[src/rtl/imprime_pkg.sv]
// Shared state codes, glyph and LED constants for the password-lock front panel driver.
package imprime_pkg;

    typedef enum logic [3:0] {
        ST_IDLE   = 4'd0,
        ST_DIGIT2 = 4'd1,
        ST_DIGIT3 = 4'd2,
        ST_DIGIT4 = 4'd3,
        ST_DONE   = 4'd4,
        ST_ERROR  = 4'd5
    } state_e;

    localparam int unsigned SEG_W = 7;
    localparam int unsigned LED_W = 10;
    localparam int unsigned ENTRY_DIGITS = 4;

    typedef logic [SEG_W-1:0] glyph_t;
    typedef logic [LED_W-1:0] leds_t;

    // Active-low, bit order {g,f,e,d,c,b,a}
    localparam glyph_t GLYPH_BLANK = 7'b1111111;
    localparam glyph_t GLYPH_DASH  = 7'b0111111;
    localparam glyph_t GLYPH_UNDER = 7'b1110111;
    localparam glyph_t GLYPH_P     = 7'b0001100;
    localparam glyph_t GLYPH_O     = 7'b1000000;
    localparam glyph_t GLYPH_E     = 7'b0000110;
    localparam glyph_t GLYPH_N     = 7'b0101011;
    localparam glyph_t GLYPH_R     = 7'b0101111;
    localparam glyph_t GLYPH_LO    = 7'b0100011;

    localparam leds_t LEDS_OFF     = '0;
    localparam leds_t LEDS_ALL     = '1;
    localparam leds_t LEDS_BLINK_A = 10'b1010101010;
    localparam leds_t LEDS_BLINK_B = 10'b0101010101;

    // seg4 is the leftmost digit
    typedef struct packed {
        glyph_t seg4;
        glyph_t seg3;
        glyph_t seg2;
        glyph_t seg1;
        glyph_t seg0;
    } panel_t;

    localparam panel_t PANEL_BLANK = '1;

    function automatic leds_t thermo(input int unsigned k);
        leds_t t;
        t = '0;
        for (int unsigned i = 0; i < LED_W; i++) begin
            if (i < k) t[i] = 1'b1;
        end
        return t;
    endfunction

    // Position 0 is seg3; a position is entered once fewer than k digits precede it
    function automatic glyph_t entry_glyph(input int unsigned pos, input int unsigned k);
        return (pos < k) ? GLYPH_DASH : GLYPH_UNDER;
    endfunction

endpackage

[src/rtl/imprime_blink.sv]
// Half-period counter for the error LED blink; phase toggles every BLINK_DIV enabled cycles.
module imprime_blink
    import imprime_pkg::*;
#(
    parameter int unsigned BLINK_DIV = 25_000_000
) (
    input  logic clk,
    input  logic rst,
    input  logic en,
    input  logic clr,
    output logic phase
);

    localparam int unsigned CNT_W = (BLINK_DIV > 1) ? $clog2(BLINK_DIV) : 1;
    localparam logic [CNT_W-1:0] CNT_MAX = CNT_W'(BLINK_DIV - 1);

    logic [CNT_W-1:0] cnt_q, cnt_d;
    logic             phase_q, phase_d;

    always_comb begin
        cnt_d   = cnt_q;
        phase_d = phase_q;
        if (clr) begin
            cnt_d   = '0;
            phase_d = 1'b0;
        end else if (en) begin
            if (cnt_q == CNT_MAX) begin
                cnt_d   = '0;
                phase_d = ~phase_q;
            end else begin
                cnt_d = cnt_q + 1'b1;
            end
        end
    end

    always_ff @(posedge clk) begin
        if (rst) begin
            cnt_q   <= '0;
            phase_q <= 1'b0;
        end else begin
            cnt_q   <= cnt_d;
            phase_q <= phase_d;
        end
    end

    assign phase = phase_q;

endmodule

[src/rtl/imprime.sv]
// Front-panel driver: decodes the lock FSM state into registered seven-segment and LED-bar outputs.
module imprime
    import imprime_pkg::*;
#(
    parameter int unsigned BLINK_DIV = 25_000_000
) (
    input  logic       clk,
    input  logic       rst,
    input  logic [3:0] state,
    output logic [9:0] leds_out,
    output logic [6:0] seg0_out,
    output logic [6:0] seg1_out,
    output logic [6:0] seg2_out,
    output logic [6:0] seg3_out,
    output logic [6:0] seg4_out
);

    logic   in_error;
    logic   blink_phase;
    panel_t panel_q, panel_d;
    leds_t  leds_q, leds_d;

    assign in_error = (state == ST_ERROR);

    imprime_blink #(
        .BLINK_DIV(BLINK_DIV)
    ) u_blink (
        .clk  (clk),
        .rst  (rst),
        .en   (in_error),
        .clr  (!in_error),
        .phase(blink_phase)
    );

    always_comb begin
        panel_d = PANEL_BLANK;
        leds_d  = LEDS_OFF;
        case (state)
            ST_IDLE, ST_DIGIT2, ST_DIGIT3, ST_DIGIT4: begin
                panel_d.seg4 = GLYPH_P;
                panel_d.seg3 = entry_glyph(0, 32'(state));
                panel_d.seg2 = entry_glyph(1, 32'(state));
                panel_d.seg1 = entry_glyph(2, 32'(state));
                panel_d.seg0 = entry_glyph(3, 32'(state));
                leds_d       = thermo(32'(state));
            end
            ST_DONE: begin
                panel_d = '{seg4: GLYPH_O, seg3: GLYPH_P, seg2: GLYPH_E,
                            seg1: GLYPH_N, seg0: GLYPH_BLANK};
                leds_d  = LEDS_ALL;
            end
            ST_ERROR: begin
                panel_d = '{seg4: GLYPH_E, seg3: GLYPH_R, seg2: GLYPH_R,
                            seg1: GLYPH_LO, seg0: GLYPH_R};
                leds_d  = blink_phase ? LEDS_BLINK_B : LEDS_BLINK_A;
            end
            default: begin
                panel_d = PANEL_BLANK;
                leds_d  = LEDS_OFF;
            end
        endcase
    end

    always_ff @(posedge clk) begin
        if (rst) begin
            panel_q <= PANEL_BLANK;
            leds_q  <= LEDS_OFF;
        end else begin
            panel_q <= panel_d;
            leds_q  <= leds_d;
        end
    end

    assign leds_out = leds_q;
    assign seg4_out = panel_q.seg4;
    assign seg3_out = panel_q.seg3;
    assign seg2_out = panel_q.seg2;
    assign seg1_out = panel_q.seg1;
    assign seg0_out = panel_q.seg0;

endmodule

[config.mk]
export PLATFORM = sky130hd
export DESIGN_NAME = imprime
export DESIGN_NICKNAME = d
export VERILOG_FILES = /design/src/rtl/imprime_pkg.sv /design/src/rtl/imprime_blink.sv /design/src/rtl/imprime.sv
export SDC_FILE = /design/constraint.sdc
export NUM_CORES = 1
export LEC_CHECK = 0
export ABC_AREA = 1
export CORE_MARGIN = 2
export CORE_UTILIZATION = 30
export DETAILED_ROUTE_END_ITERATION = 10
export GPL_ROUTABILITY_DRIVEN = 0
export SKIP_LAST_GASP = 1
export SLEW_MARGIN = 20
export SYNTH_ARGS = -nofsm -noshare
export SYNTH_HDL_FRONTEND = slang
export SYNTH_HIERARCHICAL = 1
export SYNTH_SLANG_ARGS = --single-unit
[constraint.sdc]
create_clock -name clk -period 3.27 [get_ports clk]
set_input_delay 0.327 -clock clk [delete_from_list [all_inputs] [get_ports clk]]
set_output_delay 0.327 -clock clk [all_outputs]
set_load 0.1 [all_outputs]
======== Word level (Yosys, flattened, before mapping) ========
Cells that the tools add are included.
word-level totals
  output and inout port bits .............. 45
  input port bits ......................... 6
  bits in registers ....................... 71
operators by class
  muxes and demuxes ....................... 17
  $add $sub $neg .......................... 1
  order comparisons ....................... 10
  bitwise operators ....................... 2
  reduce and logical (&&, ||, !) cells .... 4
  equal/unequal tests ..................... 6
operators with widths
  operator                                                   count
  one-hot mux 35 bit (3 select lines)                        1
  one-hot mux 10 bit (3 select lines)                        1
  two-way mux 7 bit                                          4
  adder 25 x 1 -> 25 bit, second input constant              1
  equality test 25 bit, second input constant                1
  less-than comparator 3 x 4 -> 1 bit, first input constant  4
  two-way mux 1 bit                                          10
  two-way mux 10 bit                                         1
  equality test 4 x 2 -> 1 bit, second input constant        2
  equality test 4 x 3 -> 1 bit, second input constant        2
  less-than comparator 1 x 4 -> 1 bit, first input constant  2
  less-than comparator 2 x 4 -> 1 bit, first input constant  2
  less-than comparator 4 bit, first input constant           2
  equality test 4 x 1 -> 1 bit, second input constant        1
  zero test 4 bit                                            1
  OR reduction 4 bit                                         1
  OR reduction 3 bit                                         1
  inverter 1 bit                                             2
  OR reduction 2 bit                                         1

======== Longest topological paths before layout ========
Gate-level depths: netlist of the first run.
  depth after elaboration ................. 3
  mapped depth ............................ 15
  depth with buffers taken out ............ 13

======== By module ========
Netlist of the first run, hierarchy kept.
by module, submodules not included
  module         times used  area each (um^2)  cells each  sequential area each (um^2)
  imprime_blink  1           1566.5            245         520.5
  imprime        1           924.6             104         480.5

======== Worst setup path before layout of the first run ========
OpenSTA, ideal clock, no wires.
  path type ............................... register -> output
  start point ............................. register, netlist name seg4_out[2]
  end point ............................... output seg2_out[5]
  cell stages (with the launch flop) ...... 2
  buffers on the path ..................... 1
  setup slack ............................. 1.515 ns
  data required time ...................... 2.943 ns
  arrival time ............................ 1.428 ns
  cell sequence ........................... dfxtp_1 buf_4
RTL lines
  element        line           RTL
  end, declared  imprime.sv:13  output logic [6:0] seg2_out,

==> impl_metrics.env, run 1 <==
export IMPL_outcome="complete, no violations"
export IMPL_path_cells="clkdlybuf4s50_1"
export IMPL_power_leakage_nw=1.214
export IMPL_yosysWarnings=6
export IMPL_layout_common_cells="nand2_1 (82), nor2_1 (60), dfxtp_1 (50)"
export IMPL_synth_top_family_by_area="simple AND/OR/NAND/NOR gates"
export IMPL_setup_viol=0
export IMPL_slew_violations=0
export IMPL_grt_first_pass_wirelength_um=8266
export IMPL_synth_xor_area_share_pct=2.813
export IMPL_fin_crit_ns=2.186
export IMPL_numPortBuffers=40
export IMPL_postSynthCellCount=349
export IMPL_p_int_uw=828.3
export IMPL_netlist_area_mm2=0.002491
export IMPL_worstMarginPinSlew_ns=0.9727
export IMPL_drive_gt1_share_pct=14.21
export IMPL_post_cts_resized=0
export IMPL_ys_seq_area_share_pct=40.18
export IMPL_pre_cts_slack_ns=0.7812
export IMPL_fin_tns_setup_ns=0
export IMPL_rrSetupSlack_ns=1.54
export IMPL_critPathKind="reg -> out"
export IMPL_initial_core_util_pct=30.63
export IMPL_ant_nets=0
export IMPL_antenna_cells=0
export IMPL_dp_hpwl_um=3854
export IMPL_relSlewSlack_pct=34.95
export IMPL_die_area_mm2=0.009049
export IMPL_crit_path_end_kind="output pin"
export IMPL_root_buffer="clkbuf_8"
export IMPL_path_depth=1
export IMPL_die_w_um=95.13
export IMPL_fin_cells=485
export IMPL_cp_required_ns=2.94
export IMPL_yosys_register_bits=50
export IMPL_crit_arrival_ns=1.86
export IMPL_num_rows=33
export IMPL_synth_area_per_cell_um2=7.138
export IMPL_utilization_pct=36.33
export IMPL_swShare_pct=32.06
export IMPL_skew_ns=0.006279
export IMPL_clock_path_buffers=2
export IMPL_timing_rr_end="u_blink/cnt_q[12]"
export IMPL_drv_cap=0
export IMPL_critPathBufInv=1
export IMPL_wire_per_inst_um=10.09
export IMPL_rsz0062_at_grt="false"
export IMPL_synthAdderAreaFrac_pct=0.5023
export IMPL_postCtsSetupBuffers=0
export IMPL_worst_slack_ns=1.084
export IMPL_synth_mux_area_share_pct=0.4018
export IMPL_holdPathStages=2
export IMPL_drc=0
export IMPL_cts_buffers=5
export IMPL_combPwrFrac_pct=18.0
export IMPL_hold_class="reg -> reg"
export IMPL_firstDrtPassIters=5
export IMPL_final_common_cell="nand2_1"
export IMPL_cts_tree="built"
export IMPL_hold_buffers=0
export IMPL_grt_pass1_vias=1819
export IMPL_cp_top_family="buffers and inverters"
export IMPL_whs_endpoint="u_blink/phase"
export IMPL_clock_latency_ns=0.30
export IMPL_worst_setup_path_start_kind="register"
export IMPL_peakVddDrop_mv=0.2431
export IMPL_critPathSlowestCell="clkdlybuf4s50_1"
export IMPL_r2r_start="u_blink/cnt_q[0]"
export IMPL_synth_cell_types=31
export IMPL_grt_antenna_before_repair=0
export IMPL_areaGrowthSynthToFinish_pct=18.63
export IMPL_die_h_um=95.13
export IMPL_routed_wl_um=4894
export IMPL_yosys_area_share_simple_pct=38.87
export IMPL_cts_sinks=50
export IMPL_final_period_utilization_pct=66.85
export IMPL_max_freq_mhz=457.5
export IMPL_cp_slowest_stage_delay_ns=1.16
export IMPL_drt_iter0_markers=71
export IMPL_pin_count=51
export IMPL_clockPowerShare_pct=31.0
export IMPL_placed_cells=477
export IMPL_p_seq_share_pct=51.0
export IMPL_powerDensity_mw_per_mm2=412.5
export IMPL_grt_overflow=0
export IMPL_core_mm2=0.008134
export IMPL_clk_pin_slew_worst_paths_ns=0.08
export IMPL_synth_compound_area_share_pct=1.758
export IMPL_grt_max_degree=20
export IMPL_hold_ws_ns=0.5229
export IMPL_switchingPower_uw=390.9
export IMPL_nNetsFinal=386
export IMPL_route_vias_total=2072
export IMPL_grt_usage_pct=11.76
export IMPL_detail_route_vias_per_cell=4.272
export IMPL_worstPathMaxFanout=6
export IMPL_htree_levels=2
export IMPL_hold_viol=0
export IMPL_rr_worst_depth=8
export IMPL_hold_start="u_blink/phase"
[state kept, by name (all words and copies together) (netlist names)]
name	cells
leds_out	10
seg0_out	3
seg1_out	2
seg2_out	2
seg3_out	2
seg4_out	5
u_blink/cnt_q	25
u_blink/phase	1
[how the worst max path moves through the flow]
stage                 from           endpoint  slack [ns]
2_1_floorplan  seg4_out[2]        seg2_out[5]        1.51
3_3_place_gp      state[0]   u_blink/cnt_q[7]        0.82
3_5_place_dp      state[0]  u_blink/cnt_q[12]        0.78
4_1_cts        seg4_out[2]        seg2_out[0]        1.06
5_1_grt           state[0]  u_blink/cnt_q[12]        0.94
6_report       seg4_out[2]        seg2_out[0]        1.08
[kinds of logic after synthesis]
logic type / after synthesis
AO/OA/AOI/OAI: 6
XOR/XNOR: 8
adder cells (fa/ha/maj): 1
buffers and inverters: 74
flip-flops: 50
multiplexers: 1
other: 1
AND/OR/NAND/NOR: 208
[cell usage after synthesis]
master	instances	area share, %
inv_2	10	1.5
nand3b_1	1	0.30
nand4_1	6	1.5
nor2_4	2	0.90
conb_1	1	0.15
nor3_2	3	1.2
buf_4	21	6.3
nor3b_1	2	0.60
inv_1	38	5.7
o21bai_1	1	0.30
buf_6	3	1.4
nand3_1	19	3.8
nand3_2	3	1.2
xor2_1	6	2.1
nor3_1	2	0.40
nand2_2	13	3.3
dfxtp_1	50	40
o21ai_0	2	0.40
o21ai_4	1	0.65
o21ai_1	1	0.20
buf_2	2	0.40
nand4_2	2	1.0
and2_1	1	0.25
or2_2	1	0.25
mux2i_1	1	0.40
a21oi_1	1	0.20
xnor2_1	2	0.70
nor2_1	60	9.0
nor2_2	11	2.8
ha_1	1	0.50
nand2_1	82	12
[final cells by class]
type | instances | area (um^2)
Timing Repair Buffer | 40 | 400.4
Clock inverter | 2 | 17.52
Sequential cell | 50 | 1001
Multi-Input combinational cell | 234 | 1142
Clock buffer | 6 | 82.58
Tap cell | 105 | 131.4
Fill cell | 873 | 5179
Inverter | 48 | 180.2
[power groups by stage]
stage                     Clock, mW  Sequential [mW]  Combinational [mW]
after floorplan                   0            0.713               0.120
after global placement            0            0.637               0.220
after detailed placement          0            0.637               0.220
after CTS                     0.398            0.622               0.220
after global routing          0.424            0.623               0.227
final                         0.378            0.622               0.220
[stage by stage]
stage,cell area (um^2),power [mW]
CTS,2955,1.240
floorplan,2525,0.8327
finish,2955,1.219
detailed placement,2855,0.8565
global route,2955,1.274
global placement,2855,0.8566
[routing by layer]
| metal | part of all wire, % | vias up | wire length (um) | track usage (%) |
|---|---|---|---|---|
| met5 | 0 | - | 0 | 0 |
| met4 | 2.3 | 0 | 113 | 5.918 |
| met1 | 46 | 904 | 2254 | 14.80 |
| met2 | 44 | 71 | 2170 | 18.84 |
| li1 | - | 1085 | - | - |
| met3 | 7.3 | 12 | 356 | 2.688 |
[worst min-delay path, cell delays in order (launching register included)]
cell and delay [ns]:
dfxtp_1 0.34, nor2_1 0.10, nor2_1 0.05
No activity file was read; power rests on OpenSTA's default activity.
==> run 2: changes to the inputs <==
==> constraint.sdc (replaced) <==
create_clock -name clk -period 2.1 [get_ports clk]
set_input_delay 0.21 -clock clk [delete_from_list [all_inputs] [get_ports clk]]
set_output_delay 0.21 -clock clk [all_outputs]
set_load 0.1 [all_outputs]
==> impl_metrics.env, run 2 (synthesis results as in run 1) <==
export IMPL_outcome="complete, no violations"
export IMPL_fin_tns_setup_ns=0
export IMPL_power_leakage_nw=1.268
export IMPL_setup_viol=0
export IMPL_grt_first_pass_wirelength_um=8845
export IMPL_detail_route_vias_per_cell=4.156
export IMPL_path_cells="clkdlybuf4s50_1, inv_1, nor2_1, nand2_2, inv_2, nand2_1, inv_1, nand2_1, nor2_1, nand2_2, nor2_4, nor2_2, nand2_1, nor2_1"
export IMPL_initial_core_util_pct=30.63
export IMPL_grt_pass1_vias=1940
export IMPL_fin_cells=494
export IMPL_die_h_um=95.13
export IMPL_drc=0
export IMPL_clk_pin_slew_worst_paths_ns=0.09
export IMPL_rsz0062_at_grt="false"
export IMPL_whs_endpoint="u_blink/cnt_q[0]"
export IMPL_worstMarginPinSlew_ns=0.7099
export IMPL_rr_worst_depth=8
export IMPL_nNetsFinal=395
export IMPL_final_period_utilization_pct=87.55
export IMPL_cts_tree="built"
export IMPL_layout_common_cells="nand2_1 (82), nor2_1 (60), dfxtp_1 (50)"
export IMPL_numPortBuffers=40
export IMPL_peakVddDrop_mv=0.2382
export IMPL_final_common_cell="nand2_1"
export IMPL_ant_nets=0
export IMPL_wire_per_inst_um=10.24
export IMPL_slew_violations=0
export IMPL_dp_hpwl_um=4044
export IMPL_postCtsSetupBuffers=0
export IMPL_cts_buffers=5
export IMPL_grt_antenna_before_repair=0
export IMPL_timing_rr_end="u_blink/cnt_q[12]"
export IMPL_cp_slowest_stage_delay_ns=0.54
export IMPL_firstDrtPassIters=4
export IMPL_hold_buffers=0
export IMPL_pre_cts_slack_ns=-0.06002
export IMPL_skew_ns=0.004907
export IMPL_worstPathMaxFanout=11
export IMPL_crit_path_end_kind="register"
export IMPL_drive_gt1_share_pct=25.19
export IMPL_clock_path_buffers=2
export IMPL_drt_iter0_markers=59
export IMPL_cp_required_ns=2.34
export IMPL_post_cts_resized=0
export IMPL_root_buffer="clkbuf_8"
export IMPL_fin_crit_ns=1.839
export IMPL_grt_max_degree=20
export IMPL_r2r_start="u_blink/cnt_q[0]"
export IMPL_core_mm2=0.008134
export IMPL_worst_setup_path_start_kind="input pin"
export IMPL_hold_viol=0
export IMPL_areaGrowthSynthToFinish_pct=17.43
export IMPL_largest_register="u_blink/cnt_q"
export IMPL_drv_cap=0
export IMPL_holdPathStages=2
export IMPL_antenna_cells=0
export IMPL_max_freq_mhz=543.9
export IMPL_critPathSlowestCell="nor2_2"
export IMPL_cts_sinks=50
export IMPL_rrSetupSlack_ns=0.30
export IMPL_critPathKind="in -> reg"
export IMPL_num_rows=33
export IMPL_clock_latency_ns=0.30
export IMPL_die_w_um=95.13
export IMPL_routed_wl_um=5058
export IMPL_pin_count=51
export IMPL_hold_class="reg -> reg"
export IMPL_relSlewSlack_pct=52.62
export IMPL_die_area_mm2=0.009049
export IMPL_htree_levels=2
export IMPL_grt_overflow=0
export IMPL_hold_start="u_blink/cnt_q[0]"
export IMPL_placed_cells=486
export IMPL_route_vias_total=2053
export IMPL_powerDensity_mw_per_mm2=635.0
export IMPL_largest_reg_flops=25
export IMPL_worst_slack_ns=0.2614
export IMPL_grt_usage_pct=12.44
export IMPL_crit_arrival_ns=2.08
run 2: changes by cell type in the layout (fill, tap and decap cells not counted), sizes merged:
cell / delta
buf: +44
clkbuf: -1
clkdlybuf4s50: -35
clkinvlp: +1
run 2: how the worst max path moves through the flow:
| stage | cells after the start | end | startpoint |
|---|---|---|---|
| after global routing | 14 | u_blink/cnt_q[12] | state[2] |
| after global placement | 14 | u_blink/cnt_q[7] | state[2] |
| after detailed placement | 14 | u_blink/cnt_q[12] | state[0] |
| after floorplan | 1 | seg2_out[5] | seg4_out[2] |
| final | 14 | u_blink/cnt_q[12] | state[2] |
| after CTS | 14 | u_blink/cnt_q[12] | state[0] |
run 2: layout make-up:
| type | count | area, um^2 |
|---|---|---|
| fillers | 872 | 5209 |
| multi-input cells | 234 | 1142 |
| flip-flops and latches | 50 | 1001 |
| repair buffers | 49 | 380.4 |
| inverters | 48 | 180.2 |
| well taps | 105 | 131.4 |
| clock buffers | 5 | 68.82 |
| clock inverters | 3 | 21.27 |
run 2: power by group:
group	internal, mW	switching (mW)	leakage [nW]	total [mW]
logic	0.0542	0.290	0.818	0.344
clock network	0.234	0.310	0.0441	0.544
registers	0.964	0.00600	0.406	0.970
run 2: per-stage QoR:
stage | hold WS, ns | utilization, % | total power [mW] | area [um^2]
final | 0.5105 | 35.96 | 1.857 | 2925
after global routing | 0.5515 | 35.96 | 1.948 | 2925
after CTS | 0.5139 | 35.96 | 1.891 | 2925
after detailed placement | 0.5000 | 34.86 | 1.337 | 2835
after global placement | 0.4949 | 34.86 | 1.336 | 2835
after floorplan | 0.3091 | - | 1.297 | 2525
run 2: worst max-delay path, delay by kind of cell:
| family | cells | cell delay, ns |
|---|---|---|
| and+or+nand+nor | 10 | 1.24 |
| buffers and inverters | 4 | 0.64 |
run 2: metal layers:
metal | up-vias | part of all wire (%) | routed length [um] | global-route usage (%)
li1 | 1103 | - | - | -
met5 | - | 0 | 0 | 0
met3 | 7 | 6.7 | 337 | 3.004
met2 | 63 | 45 | 2266 | 21.13
met1 | 880 | 47 | 2366 | 15.32
met4 | 0 | 1.7 | 87 | 4.348
==> run 3: changes to the inputs <==
--- a/config.mk
+++ b/config.mk
@@ -10,6 +10,7 @@
 export CORE_UTILIZATION = 30
 export DETAILED_ROUTE_END_ITERATION = 10
 export GPL_ROUTABILITY_DRIVEN = 0
+export SKIP_CTS_REPAIR_TIMING = 1
 export SKIP_LAST_GASP = 1
 export SLEW_MARGIN = 20
 export SYNTH_ARGS = -nofsm -noshare
==> results of run 3 <==
Same layout as run 2: the final DEF is identical, and so are final timing and power.
